<file path="src/rtl/wrr_arbiter.sv">
// Weighted round-robin arbiter: N requesters, registered one-hot grant held for up to weight[k] cycles.
// Optional owner lock is enabled by defining ARB_LOCK_EN; otherwise the lock input is ignored.
module wrr_arbiter #(
    parameter int N   = 16,
    parameter int WW  = 4,
    parameter int IDW = $clog2(N)
) (
    input  logic            clk,
    input  logic            rst,
    input  logic [N-1:0]    req,
    input  logic [N*WW-1:0] weight,
    input  logic            lock,
    output logic [N-1:0]    gnt,
    output logic [IDW-1:0]  gnt_id,
    output logic            gnt_vld
);

    logic [IDW-1:0] ptr;
    logic [WW-1:0]  burst_cnt;
    logic [WW-1:0]  wt [N];
    logic           hold;
    logic           found;
    logic [IDW-1:0] win_id;
    logic [IDW-1:0] win_next;
    logic [WW-1:0]  win_weight;
    logic [N-1:0]   win_onehot;
    logic [IDW-1:0] idx;
    int             sum;

    always_comb begin
        for (int i = 0; i < N; i++) begin
            wt[i] = weight[i*WW +: WW];
        end
    end

    // Wrapping search starting at ptr; the first requester found wins.
    always_comb begin
        found  = 1'b0;
        win_id = '0;
        sum    = 0;
        idx    = '0;
        for (int i = 0; i < N; i++) begin
            sum = int'(ptr) + i;
            if (sum >= N) begin
                sum = sum - N;
            end
            idx = IDW'(sum);
            if (!found && req[idx]) begin
                found  = 1'b1;
                win_id = idx;
            end
        end
    end

    always_comb begin
        win_onehot         = '0;
        win_onehot[win_id] = 1'b1;
        win_next           = (win_id == IDW'(N-1)) ? '0 : win_id + IDW'(1);
        win_weight         = (wt[win_id] == '0) ? WW'(1) : wt[win_id];
    end

`ifdef ARB_LOCK_EN
    assign hold = gnt_vld && req[gnt_id] && ((burst_cnt > WW'(1)) || lock);
`else
    logic unused_lock;
    assign unused_lock = lock;
    assign hold = gnt_vld && req[gnt_id] && (burst_cnt > WW'(1));
`endif

    always_ff @(posedge clk or negedge rst) begin
        if (!rst) begin
            gnt       <= '0;
            gnt_id    <= '0;
            gnt_vld   <= 1'b0;
            ptr       <= '0;
            burst_cnt <= '0;
        end else if (hold) begin
            // Saturate at 1 so a locked owner keeps the grant without underflow.
            if (burst_cnt > WW'(1)) begin
                burst_cnt <= burst_cnt - WW'(1);
            end
        end else if (found) begin
            gnt       <= win_onehot;
            gnt_id    <= win_id;
            gnt_vld   <= 1'b1;
            ptr       <= win_next;
            burst_cnt <= win_weight;
        end else begin
            gnt       <= '0;
            gnt_vld   <= 1'b0;
            burst_cnt <= '0;
        end
    end

`ifndef SYNTHESIS
    a_gnt_onehot: assert property (@(posedge clk) disable iff (!rst)
        $onehot0(gnt) && (gnt_vld == (|gnt)));
`endif

endmodule

</file>
<file path="config.mk">
export PLATFORM = sky130hd
export DESIGN_NAME = wrr_arbiter
export DESIGN_NICKNAME = d
export VERILOG_FILES = /design/src/rtl/wrr_arbiter.sv
export SDC_FILE = /design/constraint.sdc
export NUM_CORES = 1
export LEC_CHECK = 0
export CORE_MARGIN = 3
export CORE_UTILIZATION = 47
export CTS_CLUSTER_SIZE = 8
export DETAILED_ROUTE_END_ITERATION = 12
export GPL_TIMING_DRIVEN = 0
export HOLD_SLACK_MARGIN = 0.02
export PLACE_DENSITY = 0.79
export SLEW_MARGIN = 20
export SYNTH_ARGS = -nofsm -noshare
export SYNTH_HDL_FRONTEND = slang
export SYNTH_SLANG_ARGS = --single-unit
export TNS_END_PERCENT = 20
</file>
<file path="constraint.sdc">
create_clock -name clk -period 6 [get_ports clk]
set_clock_uncertainty 0.1 [all_clocks]
set_input_delay 1.5 -clock clk [delete_from_list [all_inputs] [get_ports clk]]
set_output_delay 1.5 -clock clk [all_outputs]
set_load 0.1 [all_outputs]
</file>
# Yosys cells after proc, flatten, opt, wreduce, memory -nomap -nowiden
# Index checks and enable logic that the tools add are counted.
classes:
  n_addsub: 33
  mul: 0
  div: 0
  order_cmp: 37
  n_eq_ne: 2
  shifts: 0
  mux: 94
  n_bitwise: 2
  n_reduce_logical: 35
ops:
  columns: ["cell", "n"]
  rows:
  - ["2-to-1 mux 4 bit", 39]
  - ["< comparator 4 x 5 -> 1 bit (second input constant)", 18]
  - ["greater-or-equal comparator 5 bit (second input constant)", 16]
  - ["binary-select mux 1 bit (select 4 bit)", 17]
  - ["subtractor 4 x 1 -> 4 bit (second input constant)", 17]
  - ["adder 4 x 4 -> 5 bit (second input constant)", 8]
  - ["2-to-1 mux 1 bit", 35]
  - ["adder 4 x 3 -> 5 bit (second input constant)", 4]
  - ["logical AND 1 bit", 18]
  - ["binary-select mux 4 bit (select 4 bit)", 1]
  - ["2-to-1 mux 16 bit", 1]
  - ["logical NOT 1 bit", 15]
  - ["adder 4 x 2 -> 5 bit (second input constant)", 2]
  - ["adder 4 x 1 -> 5 bit (second input constant)", 1]
  - ["greater-or-equal comparator 4 x 5 -> 1 bit (second input constant)", 1]
  - ["NOT 4 -> 5 bit", 1]
  - ["adder 4 x 1 -> 4 bit (second input constant)", 1]
  - ["demux 1 bit (select 4 bit)", 1]
  - ["== test 4 bit (second input constant)", 1]
  - ["greater-or-equal comparator 4 x 1 -> 1 bit (second input constant)", 1]
  - ["> comparator 4 x 1 -> 1 bit (second input constant)", 1]
  - ["logical NOT 4 bit", 1]
  - ["inequality test 2 x 1 -> 1 bit (second input constant)", 1]
  - ["AND reduction 2 bit", 1]
  - ["NOT 1 bit", 1]
totals:
  regBits: 29
  latchBits: 0
  ramBits: 0
  rom_bits: 0
  input_bits: 83
  out_inout_bits: 21
  elab_cells: 208
  n_memories: 0

# Depth between registers and ports, before layout
# Gate-level depths: netlist of run 1.
logic_depth:
  word_depth: 58
  ltp_mapped: 22
  mapped_depth_nobuf: 16

# Worst setup path before layout of run 1
# Ideal clock, no wire load.
synth_timing:
  path_type: "flip-flop to flip-flop"
  start: "reg ptr[1]"
  end: "reg burst_cnt[0]"
  setup_ns: 0.132
  arrival_time_ns: 6.080
  required_time_ns: 5.768
  setup_slack_ns: -0.311
  path_stages_with_launch: 21
  path_buffers: 5
  period_less_slack_ns: 6.311
  path_cell_list: "dfrtp_1 buf_1 buf_2 clkbuf_1 inv_1 ha_1 mux4_2 mux2i_1 mux2i_1 or4b_1 buf_2 nor4_4 nand2_4 or3_4 a31oi_2 buf_6 mux4_2 nand2_1 nand3_1 a32oi_1 o41ai_2"
synth_via:
  elab_chain_cells: 58
  elab_cells_between_ends: 165
  classes_between: "31 x add/sub; 16 x order compare; 86 x mux; 1 x bitwise; 31 x reduce/logical"
synth_rtl:
  columns: ["item", "line", "text"]
  rows:
  - ["start, declared", "18", "logic [IDW-1:0] ptr;"]
  - ["start signal, assigned", "86", "ptr <= win_next;"]
  - ["branches (longest 56 deep; another with adder 4 x 1 -> 5 bit)", null, null]
  - ["2-to-1 mux 4 bit *", "82", "end else if (found) begin"]
  - ["2-to-1 mux 4 bit *", "77", "end else if (hold) begin"]
  - ["end signal, assigned", "80", "burst_cnt <= burst_cnt - WW'(1);"]
  - ["end signal, assigned", "87", "burst_cnt <= win_weight;"]
  - ["end, declared", "19", "logic [WW-1:0] burst_cnt;"]
# Every way passes the cells marked *. The select of a mux whose other input is x is not followed.
# A chain may end at the register's enable or synchronous reset.

# Worst setup path after layout of run 1
layout_timing:
  start: "reg ptr[2]"
  end: "reg burst_cnt[0]"
layout_via:
  elab_chain_cells: 58
  elab_cells_between_ends: 165
  classes_between: "31 x add/sub; 16 x order compare; 86 x mux; 1 x bitwise; 31 x reduce/logical"
layout_rtl:
  columns: ["item", "line", "text"]
  rows:
  - ["branches (longest 49 deep; another with adder 4 x 1 -> 5 bit)", null, null]
  - ["2-to-1 mux 4 bit *", "48", "if (!found && req[idx]) begin"]
  - ["net win_id[0]", "23", "logic [IDW-1:0] win_id;"]
  - ["NOT 4 -> 5 bit (implied by the code) *", "59", "win_weight = (wt[win_id] == '0) ? WW'(1) : wt[win_id];"]
  - ["binary-select mux 4 bit (select 4 bit) *", "59", null]
  - ["2-to-1 mux 4 bit (implied by the code) * (2 in a row)", "59", null]
  - ["logical NOT 4 bit", "59", null]
  - ["2-to-1 mux 4 bit *", "59", null]
  - ["2-to-1 mux 4 bit *", "82", null]
  - ["2-to-1 mux 4 bit *", "77", null]
# Mark *: on every way through the listed nets, which the timed path passes. The select of a mux whose other input is x is not followed.

==> results.cfg, run 1 <==
[run_status]
status = completed

[critical_path]
crit_buf_inv = 5
path_cells = buf_4 > clkbuf_4 > clkinvlp_4 > ha_4 > mux4_2 > mux2i_4 > mux2i_4 > or4b_1 > buf_2 > nor4_4 > nand2_4 > or3_4 > a31oi_4 > buf_4 > mux4_2 > a22oi_1 > nand2_1 > o41ai_2
crit_type = reg -> reg
worstPathArrival_ps = 5900
reg2reg_depth = 18
slowest_stage = mux4_2
cp_max_fo = 11
required_ps = 6080
cpLargestDelayFamily = simple AND/OR/NAND/NOR gates
worstSetupEndpointType = flop
start_kind = flop
crit_cells = 18
critPathMaxStageDelay_ps = 550

[global_route]
grt_pass1_wl_mm = 23.7
grt_overflow_total = 0
grt_pass1_vias = 4268
grt_max_degree = 30
antenna_found_initial = 0
track_usage_pct = 28.8

[timing]
finalSetupViolCount = 0
rsz0062_at_grt = no
max_freq_mhz = 172
min_period_over_period_pct = 97.0
slew_violations = 0
tightest_slew_ps = 1010
hold_violations = 0
relSlewSlack_pct = 32.4
finalCriticalPeriod_ps = 5820

[floorplanning]
die_width_um = 103
initial_core_util_pct = 49.5
core_um2 = 8930
fp-row-count = 34
die_h_um = 103
die_area_um2 = 10600
io-pin-count = 104

[detailed_routing]
wl_per_cell_um = 24.2
viasPerCell = 6.98
drt_wl_total_mm = 15.9
drc = 0
firstDrtPassIters = 9
num_vias = 4602
antenna_left = 0
drt_iter0_markers = 473

[placed_design]
gp_congestion = 0.950
post-dp-hpwl_mm = 11.8
numPortBuffers = 102
placedInstanceArea_um2 = 5570

[synthesis]
seq_area_frac_synth_pct = 16.4
ys_seq_elements = 29
ys_async_sr_fraction_pct = 100
yosys_warnings = 0
syn_avg_cell_area_um2 = 10.6
synth.distinct_cells = 77
dominantRegCellSynth = dfrtp_1
yosys-top-cells-area = mux4_2 (29%), dfrtp_1 (16%), mux2i_1 (6.3%)
yosys.area.top_type_share_pct = 28.5
mappedNetlistArea_um2 = 4420
synthCells = 418
synthesis.nets = 514
synth_edf_count = 0
yosysTopAreaCell = mux4_2

[clock_tree]
worstSkewPairLatency_ps = 280
clockRootBuffer = clkbuf_8
clkSlewWorstSetupHoldPaths_ps = 60
cts_tree = yes
htreeDepth = 2
clock_sinks = 29
clock_path_buffers = 2
cts_hold_buf = 0
cts_inserted_buffers = 5

[final_layout]
nNetsFinal = 646
register_area_um2 = 727
nFillCells = 668
diodes = 0
final_layout_size_suffix_gt1_share_pct = 31.6
post-route-cell-area_um2 = 5970
final_util_pct = 66.8
syn2layout_area_growth_pct = 35.1
multi_input_area_um2 = 3610

[worst_hold_path]
hold_class = reg -> reg
whs_path_depth = 1

[job]
drv_cap = 0
[layer usage]
layer | up-vias | global-route usage, % | part of all wire (%)
met5 | - | 0 | 0
met4 | 0 | 5.58 | 2.7
met3 | 50 | 3.86 | 10
met2 | 340 | 45.1 | 49
met1 | 2252 | 43.0 | 38
li1 | 1960 | - | -
[per-stage QoR]
step	hold WS (ps)	setup WS, ps	instances	TNS, ps
3_5_place_dp	379	-1080	628	-18100
5_1_grt	401	4.33	659	0
3_3_place_gp	373	-976	628	-15540
2_1_floorplan	477	31.5	418	0
6_report	390	180	659	0
4_1_cts	393	0.877	641	0
[area by class of cell]
| class | count | share of cell area (%) |
|---|---|---|
| Inverter | 15 | 1.07 |
| Multi-Input combinational cell | 344 | 60.5 |
| Sequential cell | 29 | 12.2 |
| Clock buffer | 5 | 1.15 |
| Clock inverter | 3 | 0.293 |
| Buffer | 30 | 3.67 |
| Timing Repair Buffer | 125 | 18.9 |
| Tap cell | 108 | 2.26 |
[Yosys cell counts, drive strengths merged (8+ instances only)]
cell and count:
a21oi 20, a22oi 10, a32o 16, buf 17, clkbuf 13, dfrtp 29, ha 13, inv 15
mux2 18, mux2i 28, mux4 56, nand2 27, nand3 13, nor2 29, o21ai 14, xnor2 8
[logic make-up (layout without fill, tap and decap cells)]
family / Yosys count / count (layout) / synth area share [%]
mux: 102 / 102 / 39.6
simple gates: 109 / 109 / 13.1
compound gates: 107 / 107 / 18.9
buf+inv: 45 / 178 / 5.18
flops: 29 / 29 / 16.4
fa+ha+maj: 13 / 13 / 3.68
xor+xnor: 13 / 13 / 3.17
[placed cells by master, fill, tap and decap left out, types with 10 or more instances in the layout]
cell type / n
clkbuf_2: 18
a32o_1: 16
a21oi_1: 19
mux4_2: 56
nor2_1: 28
nand2_1: 26
clkdlybuf4s50_1: 85
dfrtp_1: 28
buf_4: 25
mux2i_1: 14
o21ai_0: 12
clkbuf_1: 10
nand3_1: 13
mux2i_2: 10
inv_1: 13
ha_1: 11
[final timing paths]
path,from,endpoint,slack [ps]
max reg2reg,ptr[2]$_DFFE_PN0P_,burst_cnt[0]$_DFFE_PN0P_,180
min in group asynchronous,rst,gnt[5]$_DFFE_PN0N_,1140
max,ptr[2]$_DFFE_PN0P_,burst_cnt[0]$_DFFE_PN0P_,180
max in group asynchronous,rst,ptr[1]$_DFFE_PN0P_,4210
min,gnt[4]$_DFFE_PN0N_,gnt[4]$_DFFE_PN0N_,390
min reg2reg,gnt[4]$_DFFE_PN0N_,gnt[4]$_DFFE_PN0N_,390
[flip-flops by register name, indices dropped and copies added (netlist names)]
signal / count
gnt_id: 4
gnt_vld: 1
gnt: 16
ptr: 4
burst_cnt: 4
[timing repair]
item                                    in CTS  in global routing
pin swaps                                    3                  2
gates resized for setup                     42                 53
endpoints found under the setup margin      26                  5
buffers inserted                             5                 17
cloned                                       0                  1
Power of run 1 is not shown: default switching activity piles up to over one toggle a cycle in this logic, so the estimate is an artifact.
==> run 2: changes to the inputs <==
--- a/config.mk
+++ b/config.mk
@@ -11,7 +11,7 @@
 export DETAILED_ROUTE_END_ITERATION = 12
 export GPL_TIMING_DRIVEN = 0
 export HOLD_SLACK_MARGIN = 0.02
-export PLACE_DENSITY = 0.79
+export PLACE_DENSITY = 0.89
 export SLEW_MARGIN = 20
 export SYNTH_ARGS = -nofsm -noshare
 export SYNTH_HDL_FRONTEND = slang
==> run 2 against run 1 <==
Effect of this change:
- register-to-register slack worse by 120 ps
- critical path depth down 1
- cell area about the same
- fmax down 2.4%
- largest cell class unchanged
==> results.cfg, run 2 (synthesis gave the netlist of run 1 again) <==
[floorplanning]
core_um2 = 8930
die_width_um = 103
fp-row-count = 34
initial_core_util_pct = 49.5
die_h_um = 103
die_area_um2 = 10600
io-pin-count = 104

[critical_path]
required_ps = 6060
r2r-end = burst_cnt[0]$_DFFE_PN0P_
rrSetupSlack_ps = 60
cp_max_fo = 9
reg2reg_depth = 20
start_kind = input port
crit_type = in -> reg
worstPathArrival_ps = 6020
timing.rr.start = ptr[2]$_DFFE_PN0P_
worstSetupEndpointType = flop

[job]
drv_cap = 0

[final_layout]
final_common_cell = clkdlybuf4s50_1
nNetsFinal = 641
diodes = 0
regMostFlops = gnt
final_layout_size_suffix_gt1_share_pct = 29.5
mostFrequentLayoutCells = clkdlybuf4s50_1 (85), mux4_2 (56), nor2_1 (28), dfrtp_1 (28), nand2_1 (26)
largest_reg_flops = 16
register_area_um2 = 727
multi_input_area_um2 = 3620
syn2layout_area_growth_pct = 35.2
nFillCells = 629

[global_route]
antenna_found_initial = 0
track_usage_pct = 28.9
grt_overflow_total = 0
grt_pass1_vias = 4586
grt_max_degree = 30
grt_pass1_wl_mm = 23.9

[worst_hold_path]
hold_end = gnt[13]$_DFFE_PN0N_
hp-start = gnt[13]$_DFFE_PN0N_
whs_path_depth = 1
hold_class = reg -> reg

[timing]
tightest_slew_ps = 1010
min_period_over_period_pct = 99.4
max_freq_mhz = 168
relSlewSlack_pct = 32.4
slew_violations = 0
finalCriticalPeriod_ps = 5960
hold_violations = 0
finalSetupViolCount = 0
finalSetupTns_ps = 0

[placed_design]
numPortBuffers = 102
post-dp-hpwl_mm = 11.8
gp_congestion = 0.968

[run_status]
status = completed

[clock_tree]
cts_hold_buf = 0
cts_inserted_buffers = 5
clock_sinks = 29
cts_tree = yes
clkSlewWorstSetupHoldPaths_ps = 60
clock_path_buffers = 2
clockRootBuffer = clkbuf_8
htreeDepth = 2
worstSkewPairLatency_ps = 280

[detailed_routing]
drc = 0
firstDrtPassIters = 6
antenna_left = 0
wl_per_cell_um = 25.8
drt_wl_total_mm = 16.9
drt_iter0_markers = 762
num_vias = 4854
viasPerCell = 7.43
-- run 2: changes by cell type in the layout (fill, tap and decap cells not counted), moves of 2 or more --
cell	previous run	this run
buf_4	25	19
clkbuf_2	18	13
dlygate4sd2_1	0	6
mux2i_1	14	16
mux2i_2	10	7
-- run 2: area by class of cell --
class	count	share of cell area, %
buffer	29	3.52
tap	108	2.26
inverter	15	1.07
multi-input combinational	344	60.5
timing repair buffer	121	18.7
clock inverter	2	0.587
sequential	29	12.2
clock buffer	5	1.15
-- run 2: stage by stage --
| step | util, % | hold WS, ps | cells | instance area [µm²] | setup WS (ps) |
|---|---|---|---|---|---|
| finish | 66.9 | 404 | 653 | 5970 | 37.2 |
| floorplan | - | 477 | 418 | 4420 | 31.5 |
| CTS | 64.3 | 400 | 638 | 5750 | 0.974 |
| global route | 66.9 | 420 | 653 | 5970 | -86.9 |
| detailed placement | 62.4 | 381 | 628 | 5570 | -957 |
| global placement | 62.4 | 373 | 628 | 5580 | -860 |
-- run 2: worst max path at each step --
stage,to,slack [ps],cells past startpoint,start
final,burst_cnt[0]$_DFFE_PN0P_,40,17,req[11]
after global routing,burst_cnt[0]$_DFFE_PN0P_,-90,20,ptr[2]$_DFFE_PN0P_
after CTS,burst_cnt[0]$_DFFE_PN0P_,1,20,ptr[1]$_DFFE_PN0P_
after detailed placement,burst_cnt[0]$_DFFE_PN0P_,-960,20,ptr[1]$_DFFE_PN0P_
after global placement,burst_cnt[0]$_DFFE_PN0P_,-860,19,ptr[1]$_DFFE_PN0P_
after floorplan,burst_cnt[0]$_DFFE_PN0P_,30,20,ptr[1]$_DFFE_PN0P_
-- run 2: routing by layer --
metal | global-route usage, % | wire, µm | part of all wire [%] | vias up
met5 | 0 | 0 | 0 | -
met4 | 9.66 | 754 | 4.5 | 0
met3 | 4.87 | 1980 | 12 | 95
met2 | 47.7 | 8430 | 50 | 468
met1 | 38.7 | 5700 | 34 | 2338
li1 | - | - | - | 1953
-- run 2: what timing repair did --
item                                    in CTS  in global routing
setup buffers                                3                 15
gates resized for setup                     36                 52
endpoints found under the setup margin      26                 23
gates cloned                                 0                  1
pin swaps                                    3                  7
-- run 2: critical path, stage by stage --
cell and delay [ps]:
dlygate4sd2_1 360, mux4_2 560, mux2i_4 230, mux2i_4 150, or4b_1 520, buf_2 180
nor4_4 250, buf_4 190, nand2_4 90, or3b_4 430, a31oi_4 260, buf_8 190
mux4_2 530, nand2_1 100, nand3b_1 90, a32oi_1 280, o41ai_2 110
Power of run 2 is left out for the same reason.
